--- src/rtl/wb_arbiter_pkg.sv ---
// Shared write-back definitions.
// Holds the register-file word size, the requester index assignments, the
// requester bundle type and a helper for sizing the priority pointer.
package wb_arbiter_pkg;

  // Register-file word width shared by every write-back source.
  localparam int unsigned WORD_SIZE = 32;

  // Default register address width, used by the bundled requester type.
  localparam int unsigned WB_DEST_LEN = 5;

  // Requester slot assignments on the arbiter's request vector.
  localparam int unsigned WB_REQ_ALU = 0;
  localparam int unsigned WB_REQ_MEM = 1;
  localparam int unsigned WB_REQ_MDU = 2;

  typedef struct packed {
    logic                   valid;
    logic [WB_DEST_LEN-1:0] dest;
    logic [WORD_SIZE-1:0]   data;
  } wb_req_t;

  // Pointer/index width; a single requester still needs a 1-bit index.
  function automatic int unsigned ptr_width(input int unsigned n);
    return (n > 1) ? $clog2(n) : 1;
  endfunction

endpackage

--- src/rtl/wb_rr_picker.sv ---
// Combinational one-hot picker.
// Scans the valid vector starting at ptr and wrapping modulo NUM_REQ; the
// first valid requester found wins.
// Ports:
//   valid - request vector
//   ptr   - index that is examined first
//   grant - one-hot winner (all-zero when nothing is valid)
//   idx   - binary index of the winner (0 when nothing is valid)
//   any   - at least one requester is valid
module wb_rr_picker
  import wb_arbiter_pkg::*;
#(
  parameter int unsigned NUM_REQ = 3,
  parameter int unsigned PTR_W   = ptr_width(NUM_REQ)
) (
  input  logic [NUM_REQ-1:0] valid,
  input  logic [PTR_W-1:0]   ptr,
  output logic [NUM_REQ-1:0] grant,
  output logic [PTR_W-1:0]   idx,
  output logic               any
);

  always_comb begin
    logic             found;
    logic [PTR_W-1:0] cand;
    grant = '0;
    idx   = '0;
    found = 1'b0;
    cand  = '0;
    for (int unsigned off = 0; off < NUM_REQ; off++) begin
      cand = PTR_W'((32'(ptr) + off) % NUM_REQ);
      if (!found && valid[cand]) begin
        found       = 1'b1;
        grant[cand] = 1'b1;
        idx         = cand;
      end
    end
    any = found;
  end

endmodule

--- src/rtl/wb_arbiter.sv ---
// Write-back arbiter: grants one of NUM_REQ requesters per cycle access to the
// single register-file write port and registers the winning write.
// Build option: define WB_RR_ARB_EN for round-robin arbitration; otherwise
// fixed priority with requester 0 highest and no priority pointer.
// Ports:
//   clk, rst           - clock (rising edge), asynchronous active-low reset
//   req_valid/dest/data - per-requester pending write
//   req_ready          - combinational one-hot grant
//   wb_hold            - pause: no grant while high
//   flush              - kills the presented write and blocks granting
//   write_en/dest/write_val - registered register-file write
//   busy               - write presented or any request pending
module wb_arbiter
  import wb_arbiter_pkg::*;
#(
  parameter int unsigned NUM_REQ           = 3,
  parameter int unsigned REG_FILE_ADDR_LEN = 5
) (
  input  logic                                        clk,
  input  logic                                        rst,
  input  logic [NUM_REQ-1:0]                          req_valid,
  input  logic [NUM_REQ-1:0][REG_FILE_ADDR_LEN-1:0]   req_dest,
  input  logic [NUM_REQ-1:0][WORD_SIZE-1:0]           req_data,
  output logic [NUM_REQ-1:0]                          req_ready,
  input  logic                                        wb_hold,
  input  logic                                        flush,
  output logic                                        write_en,
  output logic [REG_FILE_ADDR_LEN-1:0]                dest,
  output logic [WORD_SIZE-1:0]                        write_val,
  output logic                                        busy
);

  localparam int unsigned PTR_W = ptr_width(NUM_REQ);

  logic [PTR_W-1:0]             pick_ptr;
  logic [NUM_REQ-1:0]           pick_grant;
  logic [PTR_W-1:0]             grant_idx;
  logic                         pick_any;
  logic                         grant_ok;
  logic                         transfer;

  logic                         write_en_q, write_en_d;
  logic [REG_FILE_ADDR_LEN-1:0] dest_q, dest_d;
  logic [WORD_SIZE-1:0]         val_q, val_d;

`ifdef WB_RR_ARB_EN
  logic [PTR_W-1:0]             ptr_q, ptr_d;
  assign pick_ptr = ptr_q;
`else
  assign pick_ptr = '0;
`endif

  wb_rr_picker #(
    .NUM_REQ (NUM_REQ),
    .PTR_W   (PTR_W)
  ) u_picker (
    .valid (req_valid),
    .ptr   (pick_ptr),
    .grant (pick_grant),
    .idx   (grant_idx),
    .any   (pick_any)
  );

  // flush outranks wb_hold, which outranks any request; reset also blocks.
  assign grant_ok  = rst && !flush && !wb_hold;
  assign req_ready = grant_ok ? pick_grant : '0;
  assign transfer  = grant_ok && pick_any;

  always_comb begin
    write_en_d = 1'b0;
    dest_d     = dest_q;
    val_d      = val_q;
    if (transfer) begin
      // Writes to register 0 are accepted but never enabled.
      write_en_d = |req_dest[grant_idx];
      dest_d     = req_dest[grant_idx];
      val_d      = req_data[grant_idx];
    end
  end

`ifdef WB_RR_ARB_EN
  always_comb begin
    ptr_d = ptr_q;
    if (transfer) begin
      ptr_d = (grant_idx == PTR_W'(NUM_REQ - 1)) ? '0 : grant_idx + 1'b1;
    end
  end

  always_ff @(posedge clk or negedge rst) begin
    if (!rst) begin
      ptr_q <= '0;
    end else begin
      ptr_q <= ptr_d;
    end
  end
`endif

  always_ff @(posedge clk or negedge rst) begin
    if (!rst) begin
      write_en_q <= 1'b0;
      dest_q     <= '0;
      val_q      <= '0;
    end else begin
      write_en_q <= write_en_d;
      dest_q     <= dest_d;
      val_q      <= val_d;
    end
  end

  // A flush arriving while a write is presented discards it before the
  // falling-edge commit in the register file.
  assign write_en  = write_en_q && !flush;
  assign dest      = dest_q;
  assign write_val = val_q;
  assign busy      = write_en || (|req_valid);

endmodule
--- config.mk ---
export PLATFORM = sky130hd
export DESIGN_NAME = wb_arbiter
export DESIGN_NICKNAME = d
export VERILOG_FILES = /design/src/rtl/wb_arbiter_pkg.sv /design/src/rtl/wb_rr_picker.sv /design/src/rtl/wb_arbiter.sv
export SDC_FILE = /design/constraint.sdc
export NUM_CORES = 1
export LEC_CHECK = 0
export BUFFER_PORTS_ARGS = -buffer_cell sky130_fd_sc_hd__buf_2
export CORE_UTILIZATION = 45
export DETAILED_ROUTE_END_ITERATION = 10
export PLACE_DENSITY = 0.82
export SYNTH_ARGS = -nofsm -noshare
export SYNTH_HDL_FRONTEND = slang
export SYNTH_SLANG_ARGS = --single-unit
--- constraint.sdc ---
create_clock -name clk -period 1.5 [get_ports clk]
set_input_delay 0.45 -clock clk [delete_from_list [all_inputs] [get_ports clk]]
set_output_delay 0.45 -clock clk [all_outputs]
set_load 0.1 [all_outputs]
# Word-level counts from Yosys, hierarchy flattened
# Cells that the tools add are included.
[word_totals]
input_bits = 118
output_inout_bits = 42
reg_bits = 38
word_cells = 31
[op_classes]
reduce_logical = 13
mux = 14
n_lt_le_gt_ge = 1
[op_table]
columns = ["op", "count"]
rows = [
  ["32-bit binary-select mux with 2-bit select", 1],
  ["32-bit two-way mux", 1],
  ["5-bit binary-select mux with 2-bit select", 1],
  ["1-bit logical AND", 6],
  ["1-bit two-way mux", 6],
  ["3-bit two-way mux", 2],
  ["5-bit two-way mux", 1],
  ["5-bit OR reduction", 1],
  ["1-bit logical NOT", 4],
  ["2-bit two-way mux", 2],
  ["2-bit by 3-bit < comparator with 1-bit output (second input constant)", 1],
  ["3-bit OR reduction", 1],
  ["1-bit logical OR", 1],
]

# Longest topological paths before layout
# Gate-level depths: netlist (run 1).
[depth]
depth_word = 11
ltp_mapped = 7
mapped_depth_nobuf = 5

# Cells and area by module
# A second synthesis (run 1) with hierarchy kept.
[hier_totals]
hier_cells = 308
hier_area_um2 = 2776.4
[modules_own_cells]
columns = ["module", "instances", "cells_each", "area_per_inst_um2", "seq_area_each_um2"]
rows = [
  ["wb_arbiter", 1, 255, 2428.6, 950.9],
  ["wb_rr_picker", 1, 53, 347.8, 0.0],
]

# Least setup slack after synthesis (run 1)
# OpenSTA, ideal clock, no wires.
[synth_timing]
path_type = "input -> output"
start = "in req_valid[1]"
end = "out req_ready[2]"
n_path_buf = 2
required_time_ps = 1050
setup_slack_ps = -1818
t_arrival_ps = 2868
stages = 3
cell_sequence = "buf_2 -> buf_2 -> nor3_1"
[synth_via]
elab_chain_len = 6
[synth_rtl]
columns = ["element", "line_no", "source"]
rows = [
  ["from (decl)", "wb_arbiter.sv:21", "input logic [NUM_REQ-1:0] req_valid,"],
  ["1-bit logical AND", "wb_rr_picker.sv:32", "if (!found && valid[cand]) begin"],
  ["1-bit two-way mux", "wb_rr_picker.sv:32", ""],
  ["1-bit logical NOT", "wb_rr_picker.sv:32", ""],
  ["1-bit logical AND", "wb_rr_picker.sv:32", ""],
  ["3-bit two-way mux", "wb_rr_picker.sv:32", ""],
  ["3-bit two-way mux", "wb_arbiter.sv:66", "assign req_ready = grant_ok ? pick_grant : '0;"],
  ["to (decl)", "wb_arbiter.sv:24", "output logic [NUM_REQ-1:0] req_ready,"],
]
# No other way between the ends.

# Worst setup path after layout (run 1)
[layout_timing]
start = "in wb_hold"
end = "out req_ready[2]"
[layout_via]
elab_chain_len = 3
[layout_rtl]
columns = ["element", "line_no", "source"]
rows = [
  ["from (decl)", "wb_arbiter.sv:25", "input logic wb_hold,"],
  ["1-bit logical NOT", "wb_arbiter.sv:65", "assign grant_ok = rst && !flush && !wb_hold;"],
  ["1-bit logical AND", "wb_arbiter.sv:65", ""],
  ["3-bit two-way mux", "wb_arbiter.sv:66", ""],
]
# No other way between the ends.

==> metrics, run 1 <==
post-synthesis sequential area ratio 34.1%; CTS sink cnt 38; IO Port Bufs 159; Hold Vio Cnt, Final 0; area leader, netlist dfrtp_1; pins over their slew limit 0; CTS max path bufs 2; clock skew 0 ns; Core Region 5960 sq um; failing checks negative setup slack; synth top area cells dfrtp_1 (34%), a221oi_2 (16%), a21oi_2 (9.7%); outcome finished with violations; post-detail-place hpwl 6.46 mm; CTS tree done; die span in x 80.7 um; Worst Slack Setup Final -0.133 ns; H-Tree Level Count 2; synthesis-to-layout area growth 72.6%; CP required 1.05 ns; largest net degree at the start of global routing 39; Final Cycle Share 109%; Placer Congestion 0.845; first-pass GRT wire length 15.5 mm; crit path time final 1.63 ns; fmax 612 MHz; CTS Hold Bufs 0; Min-Delay Path Class primary input to asynchronous set/reset pin; GRT Util Overall 32.0%; synthesis warning total 0; post-layout util 80.7%; syn_nets 417; Antenna Violating Nets Remaining 0; syn_area_per_cell 9.31 sq um; average wire per standard cell 18.6 um; drt drc 0; synth unique cells 29; CP Class primary input to output port; Synth top area share 34.1%; Setup WS pre-CTS -0.621 ns; critical path arrival 1.18 ns; critical path peak fanout 3; register bit count reported by yosys 38; Max VDD drop 857 uV; Critical Path Sink Type output port; vias in the first global route 3146; CP Launch Type primary input; most common cell after layout, fill and taps aside buf_2; fin nets 596; die height 80.7 um; unrepaired setup endpoints after global routing true; Netlist Area Pre-Place 2790 sq um; vias per std cell 5.65; standard-cell rows 28; Setup Viol. Count Final 3; number of CTS-inserted buffers 5; top sig layer met4; Met1 Wirelength 3.84 mm; Worst R2R Setup Slack 0.69 ns; WL met2 5.34 mm; Slew HR 65.8%; first-pass iteration count of the detailed router 4; Root Driver clkbuf_8; Post-Syn Instances 299; 1st-iter DRT viols 142; most frequent cells in the layout buf_2 (112), buf_12 (47), dfrtp_1 (38); total number of vias 3132; clock latency on the worst-skew pair 0.29 ns; total grt overflow 0; leak pwr 2.22 nW; measured slew at the worst slew-check pin 0.513 ns; metal3 WL 832 um; die area 6510 sq um; CTS clk-pin slew, worst paths 0.08 ns; # IOs 160; ANT cells 0; PwrDens 1170 nW/um^2; MaxCap Viol Count 0; initial antenna violation count 0; Initial Utilization 46.8%; layout cell share with drive strength beyond 1 60.1%; WL final 10.3 mm
## critical path: stages
cell,delay (ns)
buf_6,0.10
nor2_4,0.12
nand2_4,0.09
nor3_4,0.22
buf_12,0.20
## state kept, by name, summed over array words and instances, names as in the netlist
name        count
dest            5
write_en_q      1
write_val      32
## cell usage after synthesis
| cell type | instances |
|---|---|
| dfrtp_1 | 38 |
| nand2_1 | 35 |
| nor2_1 | 35 |
| o21ai_1 | 34 |
| nor2b_1 | 33 |
| a21oi_2 | 31 |
| a221oi_2 | 29 |
| buf_2 | 16 |
| buf_6 | 8 |
| o22ai_1 | 8 |
| a21oi_1 | 3 |
| mux2_4 | 3 |
| nor3_1 | 3 |
| a21o_1 | 2 |
| a221oi_1 | 2 |
| clkbuf_2 | 2 |
| inv_1 | 2 |
| nand2b_1 | 2 |
| nand2b_4 | 2 |
| nand3_2 | 2 |
| a22oi_2 | 1 |
| a31oi_1 | 1 |
| and2_0 | 1 |
| and3b_1 | 1 |
| buf_12 | 1 |
| clkbuf_1 | 1 |
| mux2_2 | 1 |
| nor2b_2 | 1 |
| o21ai_0 | 1 |
## metrics by stage
stage	hold WS, ns	cells	setup TNS (ns)	instance area (sq um)	power (mW)
global route	0.343	554	-0.493	4810	5.81
floorplan	0.154	299	-1.35	2850	3.40
CTS	0.328	550	-0.558	4770	5.60
detailed placement	0.537	524	-21.50	4330	4.74
finish	0.311	554	-0.363	4810	5.62
global placement	0.528	524	-18.87	4330	4.68
## layout make-up
class                           count  area, sq um
Clock buffer                        7         86.3
Clock inverter                      1         5.00
Fill cell                         372         1150
Inverter                            2         12.5
Multi-Input combinational cell    232         1720
Sequential cell                    38          951
Tap cell                           75         93.8
Timing Repair Buffer              199         1930
## logic make-up (layout without fill, tap and decap cells)
| logic type | after synthesis | after routing | share of synthesized area [%] |
|---|---|---|---|
| and+or+nand+nor | 115 | 116 | 20.4 |
| muxes | 4 | 4 | 2.02 |
| buffers and inverters | 30 | 209 | 7.59 |
| AOI/OAI and AO/OA | 112 | 112 | 35.8 |
| DFF | 38 | 38 | 34.1 |
## where the power goes
group / switching [mW] / internal [mW] / total [mW] / leakage [nW]
registers: 0.223 / 1.23 / 1.45 / 0.476
clock network: 0.380 / 0.372 / 0.752 / 0.0482
logic: 2.13 / 1.28 / 3.42 / 1.70
## routing by layer
layer | global-route usage [%] | vias to the layer above
li1 | - | 1428
met1 | 37.5 | 1520
met2 | 55.3 | 159
met3 | 7.50 | 25
met4 | 13.9 | 0
met5 | 0 | -
## repair_timing
action                     in CTS  in global routing
gates resized for setup        30                  6
pin swaps                       5                  2
buffers inserted               14                  6
cloned                          4                  0
setup endpoints to repair      43                 15
## final timing paths
kind                                     from       endpoint  cells after the start
worst max-delay path                  wb_hold   req_ready[2]                      5
worst min-delay path                      rst  write_val[28]                      2
worst max register to register        dest[1]        dest[1]                      1
worst min register to register  write_val[10]  write_val[10]                      2
max in group asynchronous                 rst        dest[2]                      2
min in group clk                 req_data[60]  write_val[28]                      3
(Power assumes the default switching activity.)
==> inputs of run 2 (changes only) <==
--- a/config.mk
+++ b/config.mk
@@ -6,8 +6,7 @@
 export NUM_CORES = 1
 export LEC_CHECK = 0
-export BUFFER_PORTS_ARGS = -buffer_cell sky130_fd_sc_hd__buf_2
-export CORE_UTILIZATION = 45
+export CORE_UTILIZATION = 50
 export DETAILED_ROUTE_END_ITERATION = 10
-export PLACE_DENSITY = 0.82
+export DONT_BUFFER_PORTS = 1
 export SYNTH_ARGS = -nofsm -noshare
 export SYNTH_HDL_FRONTEND = slang
==> constraint.sdc (replaced) <==
create_clock -name clk -period 1.5 [get_ports clk]
set_input_delay 0 -clock clk [delete_from_list [all_inputs] [get_ports clk]]
set_output_delay 0 -clock clk [all_outputs]
set_load 0.1 [all_outputs]
==> run 2 against run 1 <==
  * The run now ends clean
  * Total power decreased by 16%
  * Sequential power is 8% lower
  * Fmax grew 13%
  * First-iteration DRC count down 13%
  * Clock power down 4.4%
  * Highest routed layer unchanged
==> metrics, run 2 (synthesized netlist as in run 1, its figures left out) <==
crit path cell chain dlygate4sd3_1 -> a22oi_2 -> nand3_2 -> dlygate4sd3_1 -> mux2_2; crit path time final 1.45 ns; Post-CTS Setup Repair Bufs 0; Critical Path Most Common Cell dlygate4sd3_1; unrepaired setup endpoints after global routing false; IO Port Bufs 0; fin nets 510; Antenna Violating Nets Remaining 0; outcome complete, no violations; Int Pwr 2.31 mW; number of CTS-inserted buffers 5; combinational share of power 56.5%; pins over their slew limit 0; clock skew 0 ns; total grt overflow 0; first-pass iteration count of the detailed router 4; leak pwr 1.61 nW; synthesis-to-layout area growth 38.9%; average wire per standard cell 16.7 um; die height 76.6 um; layout cell share with drive strength beyond 1 33.8%; Max VDD drop 804 uV; area of placed instances 3110 sq um; drt drc 0; MaxCap Viol Count 0; clock latency on the worst-skew pair 0.28 ns; ANT cells 0; 1st-iter DRT viols 123; standard-cell rows 26; critical path arrival 1.62 ns; die area 5870 sq um; setup TNS 0 ns; Buf/Inv on CP 2; CP required 1.67 ns; Hold Vio Cnt, Final 0; CTS tree done; # IOs 160; Crit path largest cell delay 0.57 ns; first-pass GRT wire length 12.6 mm; Clock power frac 15.2%; Slew HR 76.9%; PwrDens 1220 nW/um^2; most common cell after layout, fill and taps aside dlygate4sd3_1; Root Driver clkbuf_8; Core Region 5240 sq um; initial antenna violation count 0; Total Power 4.72 mW; measured slew at the worst slew-check pin 0.346 ns; CP Launch Type primary input; fmax 689 MHz; critical path peak fanout 2; most frequent cells in the layout dlygate4sd3_1 (65), buf_4 (45), dfrtp_1 (38); post-detail-place hpwl 4.70 mm; WL final 7.72 mm; Top Family by Delay on Critical Path buffers and inverters; GRT Util Overall 27.0%; Final Cycle Share 96.7%; CTS max path bufs 2; sw frac 51.1%; post-layout util 73.9%; total number of vias 2579; Worst path slowest cell dlygate4sd3_1; Setup Viol. Count Final 0; vias in the first global route 2635; part of the power in registers 28.3%; die span in x 76.6 um; Switch Pwr 2.41 mW; Min-Delay Path Class primary input to register; CTS clk-pin slew, worst paths 0.07 ns; CP Class primary input to register; H-Tree Level Count 2; Initial Utilization 53.2%; vias per std cell 5.57; CTS sink cnt 38; Placer Congestion 0.747; largest net degree at the start of global routing 46; max reg flops 32; Finished Cell Area 3870 sq um; Critical Path Sink Type register
[run 2: cell type report]
class	count	area (sq um)
repair buffers	114	1070
flip-flops and latches	38	951
fillers	400	1370
clock inverters	1	5.00
inverters	2	7.51
multi-input cells	231	1660
clock buffers	7	86.3
well taps	70	87.6
[run 2: through the flow]
stage,hold WS [ns],std cells,worst slack (ns)
2_1_floorplan,-0.296,299,-0.0106
3_3_place_gp,-0.295,389,0.395
3_5_place_dp,-0.294,389,0.365
4_1_cts,0.00418,463,0.0309
5_1_grt,0.0509,463,0.00363
6_report,0.0236,463,0.0494
[run 2: repair_timing]
| action | CTS | global route |
|---|---|---|
| hold buffers | 66 | 0 |
| endpoints found under the setup margin | 0 | 1 |
| gates resized for setup | 0 | 0 |
| hold endpoints to repair | 70 | 0 |
[run 2: routing by layer]
layer  track usage (%)  share of wire (%)  vias up
li1                  -                  -     1256
met2              48.2                 50      114
met4              7.50                1.3        0
met1              32.7                 43     1198
met3              5.63                5.9       11
met5                 0                  0        -
[run 2: power by group through the flow]
stage	Sequential [mW]	Combinational [mW]	Clock, mW
finish	1.34	2.67	0.719
global route	1.36	2.77	0.793
CTS	1.33	2.66	0.735
detailed placement	1.35	2.44	0
global placement	1.35	2.42	0
floorplan	2.82	0.573	0
[run 2: final timing paths]
path	start	end	slack, ns	cells after the start
worst max-delay path	req_dest[4]	dest[4]	0.05	5
worst min-delay path	req_valid[0]	write_val[30]	0.02	2
worst max register to register	dest[4]	dest[4]	0.75	1
worst min register to register	write_val[0]	write_val[0]	0.49	2
max in group asynchronous	rst	dest[1]	1.14	2
min in group asynchronous	rst	write_val[14]	0.17	2
